File: config.mk
export PLATFORM = sky130hd
export DESIGN_NAME = pixel_packer_flat
export DESIGN_NICKNAME = d
export VERILOG_FILES = /design/src/rtl/pixel_packer_if.sv /design/src/rtl/pixel_packer.sv /design/src/flat_wrapper.sv
export SDC_FILE = /design/constraint.sdc
export NUM_CORES = 1
export LEC_CHECK = 0
export ABC_AREA = 0
export CORE_MARGIN = 10
export CORE_UTILIZATION = 30
export DETAILED_ROUTE_END_ITERATION = 10
export GPL_ROUTABILITY_DRIVEN = 0
export PLACE_DENSITY = 0.6
export SLEW_MARGIN = 20
export SYNTH_ARGS = -nofsm -noshare
export SYNTH_HDL_FRONTEND = slang
export SYNTH_SLANG_ARGS = --single-unit
export TNS_END_PERCENT = 50
File: constraint.sdc
create_clock -name clk_in -period 8.1 [get_ports clk_in]
set_input_delay 2.025 -clock clk_in [delete_from_list [all_inputs] [get_ports clk_in]]
set_output_delay 2.025 -clock clk_in [all_outputs]
set_load 0.1 [all_outputs]
File: src/rtl/pixel_packer_if.sv
// Pixel-packer bus: camera/detection-side pixel stream in, BRAM write port out.
// master = pixel source / BRAM side, slave = pixel_packer.
interface pixel_packer_if #(
  parameter int ADDR_W = 17
);
  logic              valid_in;
  logic [10:0]       hcount_in;
  logic [9:0]        vcount_in;
  logic [15:0]       pixel_in;
  logic              thresh_in;
  logic              drawn_in;
  logic [1:0]        draw_color_in;
  logic [10:0]       cross_x_in;
  logic [9:0]        cross_y_in;
  logic [ADDR_W-1:0] addr_out;
  logic [7:0]        data_out;
  logic              we_out;
  logic              frame_done_out;

  modport master (
    output valid_in, hcount_in, vcount_in, pixel_in, thresh_in, drawn_in,
           draw_color_in, cross_x_in, cross_y_in,
    input  addr_out, data_out, we_out, frame_done_out
  );

  modport slave (
    input  valid_in, hcount_in, vcount_in, pixel_in, thresh_in, drawn_in,
           draw_color_in, cross_x_in, cross_y_in,
    output addr_out, data_out, we_out, frame_done_out
  );
endinterface

File: src/rtl/pixel_packer.sv
// pixel_packer: classifies RGB565 camera pixels (drawn / crosshair / threshold /
// gray), packs them to 8 bits and issues frame-BRAM writes. Two register stages.
// Optional build macro: CROSSHAIR_BLINK_EN (crosshair hidden on frames where
// frame_counter[BLINK_BIT] is set).
module pixel_packer #(
  parameter int WIDTH     = 320,
  parameter int HEIGHT    = 240,
  parameter int ADDR_W    = 17,
  parameter int CROSS_ARM = 4,
  parameter int BLINK_BIT = 4
) (
  input logic           clk_in,
  input logic           rst_in,
  pixel_packer_if.slave bus
);

  localparam logic [10:0]        H_LIM  = 11'(WIDTH);
  localparam logic [9:0]         V_LIM  = 10'(HEIGHT);
  localparam logic [10:0]        H_LAST = 11'(WIDTH - 1);
  localparam logic [9:0]         V_LAST = 10'(HEIGHT - 1);
  localparam logic [10:0]        CX_RST = 11'(WIDTH / 2);
  localparam logic [9:0]         CY_RST = 10'(HEIGHT / 2);
  localparam logic signed [11:0] ARM_H  = 12'(CROSS_ARM);
  localparam logic signed [10:0] ARM_V  = 11'(CROSS_ARM);

  if (BLINK_BIT < 0 || BLINK_BIT > 7) begin : g_bad_blink_bit
    $error("BLINK_BIT must index the 8-bit frame counter");
  end
  if ((64'd1 << ADDR_W) < 64'(WIDTH * HEIGHT)) begin : g_bad_addr_w
    $error("ADDR_W too narrow for WIDTH*HEIGHT");
  end

  // Latched crosshair and stage registers
  logic [10:0]       cx_q;
  logic [9:0]        cy_q;
  logic              s1_valid;
  logic [10:0]       s1_h;
  logic [9:0]        s1_v;
  logic [5:0]        s1_luma;
  logic              s1_cross;
  logic              s1_thresh;
  logic              s1_drawn;
  logic [1:0]        s1_color;
  logic [ADDR_W-1:0] addr_q;
  logic [7:0]        data_q;
  logic              we_q;
  logic              done_q;

  // Stage-1 combinational terms
  logic              frame_start;
  logic [10:0]       cx_eff;
  logic [9:0]        cy_eff;
  logic              in_range;
  logic signed [11:0] dh;
  logic signed [10:0] dv;
  logic              hit;
  logic              cross_show;
  logic [5:0]        r6;
  logic [5:0]        b6;
  logic [5:0]        luma6;

  // Stage-2 combinational terms
  logic [7:0]        enc;
  logic [ADDR_W-1:0] addr_calc;
  logic              last_px;

`ifdef CROSSHAIR_BLINK_EN
  logic [7:0] frame_cnt;
  logic [7:0] frame_cnt_eff;

  // Frame counter; the frame-start pixel already sees the incremented value
  always_comb begin
    frame_cnt_eff = frame_start ? frame_cnt + 8'd1 : frame_cnt;
    cross_show    = ~frame_cnt_eff[BLINK_BIT];
  end

  // Frame counter register
  always_ff @(posedge clk_in) begin
    if (rst_in) frame_cnt <= '0;
    else        frame_cnt <= frame_cnt_eff;
  end
`else
  // Crosshair is shown on every frame
  always_comb cross_show = 1'b1;
`endif

  // Stage-1 classification: range, luma, crosshair hit (frame-start pixel uses new crosshair)
  always_comb begin
    frame_start = bus.valid_in && (bus.hcount_in == '0) && (bus.vcount_in == '0);
    cx_eff      = frame_start ? bus.cross_x_in : cx_q;
    cy_eff      = frame_start ? bus.cross_y_in : cy_q;
    in_range    = (bus.hcount_in < H_LIM) && (bus.vcount_in < V_LIM);
    dh          = $signed({1'b0, bus.hcount_in}) - $signed({1'b0, cx_eff});
    dv          = $signed({1'b0, bus.vcount_in}) - $signed({1'b0, cy_eff});
    hit         = ((dh == '0) && (dv <= ARM_V) && (dv >= -ARM_V)) ||
                  ((dv == '0) && (dh <= ARM_H) && (dh >= -ARM_H));
    r6          = {bus.pixel_in[15:11], bus.pixel_in[15]};
    b6          = {bus.pixel_in[4:0], bus.pixel_in[4]};
    luma6       = 6'(({2'b00, r6, 1'b0} + 9'(bus.pixel_in[10:5]) * 9'd5 + 9'(b6)) >> 3);
  end

  // Stage-1 registers and crosshair latch
  always_ff @(posedge clk_in) begin
    if (rst_in) begin
      cx_q      <= CX_RST;
      cy_q      <= CY_RST;
      s1_valid  <= 1'b0;
      s1_h      <= '0;
      s1_v      <= '0;
      s1_luma   <= '0;
      s1_cross  <= 1'b0;
      s1_thresh <= 1'b0;
      s1_drawn  <= 1'b0;
      s1_color  <= '0;
    end else begin
      cx_q      <= cx_eff;
      cy_q      <= cy_eff;
      s1_valid  <= bus.valid_in && in_range;
      s1_h      <= bus.hcount_in;
      s1_v      <= bus.vcount_in;
      s1_luma   <= luma6;
      s1_cross  <= hit && cross_show;
      s1_thresh <= bus.thresh_in;
      s1_drawn  <= bus.drawn_in;
      s1_color  <= bus.draw_color_in;
    end
  end

  // Stage-2 encode (drawn > crosshair > threshold > gray) and address
  always_comb begin
    enc = {2'b00, s1_luma};
    if (s1_drawn)       enc = {2'b11, s1_color, 4'b0000};
    else if (s1_cross)  enc = 8'h40;
    else if (s1_thresh) enc = 8'h80;
    addr_calc = ADDR_W'(s1_v) * ADDR_W'(WIDTH) + ADDR_W'(s1_h);
    last_px   = (s1_h == H_LAST) && (s1_v == V_LAST);
  end

  // Stage-2 write port registers; data/addr hold across bubbles
  always_ff @(posedge clk_in) begin
    if (rst_in) begin
      addr_q <= '0;
      data_q <= '0;
      we_q   <= 1'b0;
      done_q <= 1'b0;
    end else begin
      we_q   <= s1_valid;
      done_q <= s1_valid && last_px;
      if (s1_valid) begin
        addr_q <= addr_calc;
        data_q <= enc;
      end
    end
  end

  assign bus.addr_out       = addr_q;
  assign bus.data_out       = data_q;
  assign bus.we_out         = we_q;
  assign bus.frame_done_out = done_q;

endmodule

File: src/flat_wrapper.sv
// flat-port wrapper written by rule: the top's interface ports become plain ports
module pixel_packer_flat 
#(
  parameter int WIDTH     = 320,
  parameter int HEIGHT    = 240,
  parameter int ADDR_W    = 17,
  parameter int CROSS_ARM = 4,
  parameter int BLINK_BIT = 4
)
  (clk_in, rst_in, bus_valid_in, bus_hcount_in, bus_vcount_in, bus_pixel_in, bus_thresh_in, bus_drawn_in, bus_draw_color_in, bus_cross_x_in, bus_cross_y_in, bus_addr_out, bus_data_out, bus_we_out, bus_frame_done_out);
  pixel_packer_if #(.ADDR_W(ADDR_W)) bus_i ();
  input logic clk_in;
  input logic rst_in;
  input wire logic [$bits(bus_i.valid_in)-1:0] bus_valid_in;
  input wire logic [$bits(bus_i.hcount_in)-1:0] bus_hcount_in;
  input wire logic [$bits(bus_i.vcount_in)-1:0] bus_vcount_in;
  input wire logic [$bits(bus_i.pixel_in)-1:0] bus_pixel_in;
  input wire logic [$bits(bus_i.thresh_in)-1:0] bus_thresh_in;
  input wire logic [$bits(bus_i.drawn_in)-1:0] bus_drawn_in;
  input wire logic [$bits(bus_i.draw_color_in)-1:0] bus_draw_color_in;
  input wire logic [$bits(bus_i.cross_x_in)-1:0] bus_cross_x_in;
  input wire logic [$bits(bus_i.cross_y_in)-1:0] bus_cross_y_in;
  output wire logic [$bits(bus_i.addr_out)-1:0] bus_addr_out;
  output wire logic [$bits(bus_i.data_out)-1:0] bus_data_out;
  output wire logic [$bits(bus_i.we_out)-1:0] bus_we_out;
  output wire logic [$bits(bus_i.frame_done_out)-1:0] bus_frame_done_out;
  assign bus_i.valid_in = bus_valid_in;
  assign bus_i.hcount_in = bus_hcount_in;
  assign bus_i.vcount_in = bus_vcount_in;
  assign bus_i.pixel_in = bus_pixel_in;
  assign bus_i.thresh_in = bus_thresh_in;
  assign bus_i.drawn_in = bus_drawn_in;
  assign bus_i.draw_color_in = bus_draw_color_in;
  assign bus_i.cross_x_in = bus_cross_x_in;
  assign bus_i.cross_y_in = bus_cross_y_in;
  assign bus_addr_out = bus_i.addr_out;
  assign bus_data_out = bus_i.data_out;
  assign bus_we_out = bus_i.we_out;
  assign bus_frame_done_out = bus_i.frame_done_out;
  pixel_packer #(.WIDTH(WIDTH), .HEIGHT(HEIGHT), .ADDR_W(ADDR_W), .CROSS_ARM(CROSS_ARM), .BLINK_BIT(BLINK_BIT)) u_core (.clk_in(clk_in), .rst_in(rst_in), .bus(bus_i));
endmodule
==> impl_metrics.csv, run 1 <==
group,metric,value,unit
power_and_ir_drop,comb_power_share,20.7,%
synth,synth_most_common_cell,"sky130_fd_sc_hd__dfxtp_1",
synth,synth.net_count,713,
sta,period_minus_slack,6.60,ns
synth,ys_seq_area_share,31.4,%
synth,syn_avg_cell_area,8.87,um^2
synth,synth_async_sr_flop_share,0,%
synth,ys.warnings.count,0,
sta,setup_total_negative_slack,0,ns
synth,ys_top_cells_by_count,"sky130_fd_sc_hd__dfxtp_1 (81), sky130_fd_sc_hd__nor2_1 (71), sky130_fd_sc_hd__ha_1 (53), sky130_fd_sc_hd__inv_1 (46), sky130_fd_sc_hd__nor2b_1 (31)",
setup_path,critical-path-slowest-cell,"sky130_fd_sc_hd__clkdlybuf4s50_1",
floorplan,die_h,151,um
setup_path,worst_setup_path_start_kind,"primary input",
setup_path,cp.required,8.38,ns
power_and_ir_drop,ir_worst_vdd,0.112,mV
final_layout,n_fill_cell,1686,
sta,min_period_over_period,81.4,%
global_route,grt_pass1_wl,22.9,mm
setup_path,crit_family,"simple AND/OR/NAND/NOR gates",
final_layout,nets,796,
floorplan,num_rows,47,
clocking,worst_skew_late_latency,0.34,ns
status,outcome,"complete, no violations",
setup_path,cp_cell_sequence,"clkdlybuf4s50_1 > nor4_1 > and3_2 > and2_1 > mux2_2 > ha_1 > fa_1 > a2111o_1 > a21oi_2 > o31a_1 > xor2_1 > or4b_1 > or4_1 > o22ai_2",
floorplan,floorplan.core_area,16800,um^2
detailed_routing,final_antenna_net_count,0,
clocking,ctsLongestPathBuffers,2,
detailed_routing,route.vias.total,4410,
placed_design,port_buffers,91,
global_route,pin_count_of_the_biggest_net_entering_global_routing,83,
job,max-cap-violations,0,
power_and_ir_drop,p_leak,2.71,nW
setup_path,buffers_plus_inverters_on_the_worst_setup_path,1,
clocking,cts.root.buffer_cell,"sky130_fd_sc_hd__clkbuf_16",
final_layout,antenna-diode-count,0,
power_and_ir_drop,netSwitchingFraction,26.7,%
floorplan,fp.dieW,151,um
synth,synth_area_leaders,"sky130_fd_sc_hd__dfxtp_1 (31%), sky130_fd_sc_hd__ha_1 (13%), sky130_fd_sc_hd__mux2i_1 (5.6%), sky130_fd_sc_hd__nor2_1 (5.2%), sky130_fd_sc_hd__fa_1 (4.6%)",
global_route,antenna_found_initial,0,
power_and_ir_drop,power.density_cell_area,167,nW/um^2
floorplan,floorplan.initialDensity,30.8,%
setup_path,setup.worst_path.class,"in -> reg",
sta,setup_viol,0,
sta,timing_max_transition_violations_final,0,
synth,synth.largest_area_cell,"sky130_fd_sc_hd__dfxtp_1",
floorplan,die_area,22900,um^2
power_and_ir_drop,share_clk_of_total_power,40.7,%
setup_path,max_stage_delay,0.54,ns
synth,synthFlopType,"sky130_fd_sc_hd__dfxtp_1",
placed_design,detailedPlacementHpwl,11.4,mm
power_and_ir_drop,sequentialPowerShare,38.6,%
floorplan,design.portCount,92,
clocking,ctsHtreeMaxLevel,3,
clocking,clk_pin_slew,0.06,ns
synth,share_of_the_synthesized_area_in_the_top_cell_type,31.4,%
synth,synth.lib_cells_used.distinct,66,
global_route,groute.usage.overall,12.5,%
detailed_routing,totalWireLength,14.2,mm
final_layout,syn2layout_area_growth,28.1,%
clocking,cts_hold_repair.buffers,0,
detailed_routing,initialDrtViolationCount,275,
synth,ys_seq_elements,81,
power_and_ir_drop,net-switching-power,0.000295,W
sta,timing_limited_maximum_frequency,152,MHz
clocking,ctsResizeCount,0,
sta,rsz_0062_raised_after_global_routing,"no",
global_route,first_global_vias,4540,
sta,finalWorstSetupSlack,1.50,ns
detailed_routing,drc_violation_count_after_routing,0,
clocking,buffers_inserted_by_post_cts_timing_repair,0,
synth,area_of_the_mapped_netlist,5170,um^2
sta,finClkSkew,0.00785,ns
sta,final_hold_viol_count,0,
placed_design,pre_cts_ws,1.17,ns
power_and_ir_drop,internal_power,0.000809,W
clocking,cts_tree,"done",
hold_path,worstHoldPathType,"reg -> reg",
synth,syn_inst,583,
final_layout,layout_cells_sized_above_1,5.22,%
clocking,clock_sinks,81,
setup_path,endpoint_kind,"flip-flop",
synth,synth_edf_count,0,
setup_path,critical_path_data_arrival_time,6.88,ns
sta,slew_headroom,31.8,%
clocking,numCtsBuffers,9,
global_route,overflow,0,
sta,hold_ws,0.463,ns
detailed_routing,routed_via_density,4.95,
setup_path,critical_path_peak_fanout,7,
detailed_routing,number_of_detailed_route_iterations_in_the_first_pass,4,
sta,worstMarginPinSlew,1.02,ns
detailed_routing,wire_per_inst,15.9,um
[worst min-delay path: stages, from the launching register on]
cell and delay, ns:
sky130_fd_sc_hd__dfxtp_1 0.31, sky130_fd_sc_hd__a21oi_1 0.05, sky130_fd_sc_hd__nor2_1 0.07
[power by group through the flow]
stage | clock network (W) | registers, W | logic [W]
after floorplan | 0 | 0.000438 | 0.000151
after global placement | 0 | 0.000435 | 0.000225
after detailed placement | 0 | 0.000436 | 0.000229
after CTS | 0.000462 | 0.000427 | 0.000231
after global routing | 0.000478 | 0.000429 | 0.000258
final | 0.000449 | 0.000427 | 0.000229
[state kept, by name (all words and copies together), names as in the netlist]
| signal | flops |
|---|---|
| u_core.cy_q | 10 |
| u_core.bus.we_out | 1 |
| u_core.s1_v | 10 |
| u_core.s1_h | 11 |
| u_core.s1_thresh | 1 |
| u_core.s1_valid | 1 |
| u_core.cx_q | 11 |
| u_core.s1_color | 2 |
| u_core.bus.data_out | 8 |
| u_core.bus.addr_out | 17 |
| u_core.s1_cross | 1 |
| u_core.bus.frame_done_out | 1 |
| u_core.s1_luma | 6 |
| u_core.s1_drawn | 1 |
[final timing paths]
kind	startpoint	end	slack (ns)	cells past startpoint
hold reg to reg	u_core.s1_luma[4]	u_core.bus.data_out[4]	0.46	2
hold / removal	u_core.s1_luma[4]	u_core.bus.data_out[4]	0.46	2
setup reg to reg	u_core.s1_v[1]	u_core.bus.addr_out[16]	4.62	14
setup / recovery	bus_vcount_in[2]	u_core.s1_cross	1.50	14
[cell type report]
cell class	count	area, um^2	share of cell area [%]
clock buffers	10	239	3.61
clock inverters	6	91.3	1.38
inverters	48	180	2.72
multi-input cells	432	3280	49.6
flip-flops and latches	81	1620	24.5
well taps	220	275	4.16
repair buffers	94	928	14.0
[metal layers]
layer / up-vias / wire length, um / GRT usage (%)
li1: 2204 / - / -
met1: 2039 / 6150 / 14.7
met2: 142 / 6800 / 21.2
met3: 25 / 1000 / 4.39
met4: 0 / 238 / 3.51
met5: - / 0 / 0
[cells by family after synthesis]
group / count (synthesis) / synth area share [%]
and+or+nand+nor: 199 / 20.4
buffers and inverters: 70 / 5.23
muxes: 31 / 6.05
adders and majority gates: 66 / 17.7
AOI/OAI and AO/OA: 104 / 13.8
xor gates and xnor gates: 32 / 5.42
DFF: 81 / 31.4
[layout by cell type (no fill, tap or decap), types with 4 or more instances in the layout]
master and count:
sky130_fd_sc_hd__nor2b_1 31, sky130_fd_sc_hd__o21ai_0 10, sky130_fd_sc_hd__mux2i_1 29, sky130_fd_sc_hd__and3_1 6, sky130_fd_sc_hd__nand4_1 7, sky130_fd_sc_hd__clkdlybuf4s50_1 90
sky130_fd_sc_hd__a31oi_1 4, sky130_fd_sc_hd__or3_1 5, sky130_fd_sc_hd__a21oi_1 30, sky130_fd_sc_hd__a211oi_1 12, sky130_fd_sc_hd__nor4_1 6, sky130_fd_sc_hd__clkbuf_16 9
sky130_fd_sc_hd__fa_1 12, sky130_fd_sc_hd__a21o_1 12, sky130_fd_sc_hd__nor2_1 71, sky130_fd_sc_hd__nand2b_1 11, sky130_fd_sc_hd__inv_1 46, sky130_fd_sc_hd__nor3_1 13
sky130_fd_sc_hd__nand3_1 4, sky130_fd_sc_hd__nand2_1 19, sky130_fd_sc_hd__dfxtp_1 81, sky130_fd_sc_hd__o31ai_1 4, sky130_fd_sc_hd__ha_1 53, sky130_fd_sc_hd__xor2_1 13
sky130_fd_sc_hd__nor4b_1 4, sky130_fd_sc_hd__xnor2_1 19
[metrics by stage]
stage | utilization (%) | cells | instance area [um^2] | power (W)
finish | 39.5 | 891 | 6620 | 0.00110
global route | 39.5 | 891 | 6620 | 0.00116
detailed placement | 37.5 | 875 | 6280 | 0.000665
floorplan | - | 583 | 5170 | 0.000588
CTS | 39.5 | 891 | 6610 | 0.00112
global placement | 37.5 | 875 | 6280 | 0.000660
No activity file was read; power rests on OpenSTA's default activity.
==> inputs of run 2 (changes only) <==
Settings changed: PLACE_DENSITY 0.6 to 0.62.
Clock period 8.1 ns to 6 ns, I/O delays scaled along.
==> run 2 against run 1 <==
First-iteration DRC count increased by 17%. Register-to-register slack got worse by 2.1 ns. Highest routed layer unchanged. Worst hold slack got worse by 0.0017 ns. Global-route usage decreased by 0.096 points. Largest power group unchanged. Critical endpoint unchanged.
==> impl_metrics.csv, run 2 (synthesized netlist as in run 1, its figures left out) <==
group,metric,value,unit
floorplan,die_h,151,um
clocking,ctsLongestPathBuffers,2,
setup_path,max_stage_delay,0.52,ns
global_route,first_global_vias,4369,
floorplan,design.portCount,92,
clocking,cts.root.buffer_cell,"sky130_fd_sc_hd__clkbuf_16",
setup_path,worst_setup_path_start_kind,"primary input",
final_layout,regArea,1620,um^2
detailed_routing,initialDrtViolationCount,321,
floorplan,die_area,22900,um^2
sta,finClkSkew,0.00786,ns
final_layout,n_fill_cell,1716,
power_and_ir_drop,ir_worst_vdd,0.157,mV
placed_design,dp.cells,894,
setup_path,r2r_end,"u_core.bus.addr_out[16]",
final_layout,syn2layout_area_growth,30.6,%
setup_path,reg2reg_depth,14,
sta,setup_total_negative_slack,0,ns
clocking,clk_pin_slew,0.07,ns
detailed_routing,routed_via_density,4.79,
detailed_routing,final_antenna_net_count,0,
setup_path,critical_path_data_arrival_time,5.77,ns
final_layout,antenna-diode-count,0,
placed_design,detailedPlacementHpwl,11.2,mm
floorplan,fp.dieW,151,um
clocking,clock_sinks,81,
placed_design,port_buffers,91,
sta,timing_limited_maximum_frequency,182,MHz
setup_path,critical-path-slowest-cell,"sky130_fd_sc_hd__or4b_1",
clocking,cts_tree,"done",
power_and_ir_drop,p_leak,2.79,nW
sta,final_hold_viol_count,0,
final_layout,area_occupied_by_multi_input_gates,3280,um^2
detailed_routing,totalWireLength,13.9,mm
hold_path,min_from,"u_core.s1_luma[2]",
final_layout,most_common_library_cell_in_the_layout_ignoring_fill_and_taps,"sky130_fd_sc_hd__clkdlybuf4s50_1",
floorplan,num_rows,47,
setup_path,regToRegSetupSlack,2.54,ns
sta,slew_headroom,30.6,%
setup_path,critical_path_peak_fanout,6,
setup_path,buffers_plus_inverters_on_the_worst_setup_path,6,
detailed_routing,number_of_detailed_route_iterations_in_the_first_pass,4,
power_and_ir_drop,p_total,0.00147,W
final_layout,mostFrequentLayoutCells,"sky130_fd_sc_hd__clkdlybuf4s50_1 (90), sky130_fd_sc_hd__dfxtp_1 (81), sky130_fd_sc_hd__nor2_1 (71)",
setup_path,cp.required,6.28,ns
global_route,pin_count_of_the_biggest_net_entering_global_routing,70,
clocking,ctsResizeCount,0,
sta,setup_viol,0,
detailed_routing,drc_violation_count_after_routing,0,
floorplan,floorplan.initialDensity,30.8,%
job,max-cap-violations,0,
clocking,buffers_inserted_by_post_cts_timing_repair,0,
sta,timing_max_transition_violations_final,0,
clocking,numCtsBuffers,9,
sta,worstMarginPinSlew,1.04,ns
setup_path,r2r_startpoint,"u_core.s1_v[1]",
sta,min_period_over_period,91.5,%
global_route,antenna_found_initial,0,
detailed_routing,route.vias.total,4363,
global_route,grt_pass1_wl,22.4,mm
setup_path,setup.worst_path.class,"in -> reg",
clocking,cts_hold_repair.buffers,0,
setup_path,endpoint_kind,"flip-flop",
sta,rsz_0062_raised_after_global_routing,"no",
setup_path,cp_common_cell,"sky130_fd_sc_hd__buf_4",
status,outcome,"complete, no violations",
final_layout,nets,815,
floorplan,floorplan.core_area,16800,um^2
clocking,worst_skew_late_latency,0.35,ns
detailed_routing,wire_per_inst,15.3,um
global_route,groute.usage.overall,12.4,%
final_layout,largest_register_ffs,17,
hold_path,worstHoldPathType,"reg -> reg",
power_and_ir_drop,power.density_cell_area,218,nW/um^2
clocking,ctsHtreeMaxLevel,3,
final_layout,layout_cells_sized_above_1,7.83,%
setup_path,cp_cell_sequence,"clkdlybuf4s50_1 > nor4_1 > buf_4 > and3_2 > and2_1 > buf_4 > mux2i_1 > inv_1 > fa_1 > buf_4 > nor2_1 > o31ai_1 > clkinv_1 > o31a_1 > xor2_1 > or4b_1 > or4_1 > o22ai_2",
hold_path,whs_path_depth,2,
global_route,overflow,0,
final_layout,fin_cells,910,
setup_path,crit_family,"simple AND/OR/NAND/NOR gates",
sta,period_minus_slack,5.49,ns
hold_path,holdPathEnd,"u_core.bus.data_out[2]",
run 2: worst max-delay path by stage:
stage	start	end	depth (start not counted)
CTS	bus_vcount_in[3]	u_core.s1_cross	16
detailed placement	bus_vcount_in[3]	u_core.s1_cross	16
finish	bus_vcount_in[0]	u_core.s1_cross	18
floorplan	bus_hcount_in[10]	u_core.s1_cross	18
global route	bus_vcount_in[3]	u_core.s1_cross	18
global placement	bus_vcount_in[3]	u_core.s1_cross	18
run 2: layer usage:
layer  vias to the layer above  wire length [um]  track usage, %
li1                       2242                 -               -
met1                      2007              6340            15.7
met2                       105              6390            20.2
met3                         9              1020            4.09
met4                         0               129            2.74
met5                         -                 0               0
run 2: stage by stage:
stage / hold slack, ns / utilization (%) / area [um^2] / worst slack [ns]
6_report: 0.461 / 40.3 / 6750 / 0.508
5_1_grt: 0.495 / 40.3 / 6750 / 0.229
4_1_cts: 0.463 / 40.2 / 6750 / 0.509
3_5_place_dp: 0.454 / 38.4 / 6440 / 0.156
3_3_place_gp: 0.437 / 38.4 / 6440 / 0.215
2_1_floorplan: 0.432 / - / 5170 / 0.316
run 2: tightest hold or removal path, delay by kind of cell (launching register included):
family           cells  cell delay (ns)
AND/OR/NAND/NOR      1             0.07
flip-flops           1             0.31
AO/OA/AOI/OAI        1             0.05
run 2: where the power goes:
group | internal (W) | switching (W) | total (W)
clock network | 0.000330 | 0.000250 | 0.000580
registers | 0.000564 | 0.0000119 | 0.000576
logic | 0.000155 | 0.000158 | 0.000313
total | 0.00105 | 0.000420 | 0.00147
run 2: cell type report:
| class | count | share of cell area (%) |
|---|---|---|
| timing repair buffer | 113 | 16.0 |
| clock buffer | 9 | 3.34 |
| multi-input combinational | 432 | 48.6 |
| inverter | 48 | 2.67 |
| clock inverter | 7 | 1.22 |
| tap | 220 | 4.08 |
| sequential | 81 | 24.0 |
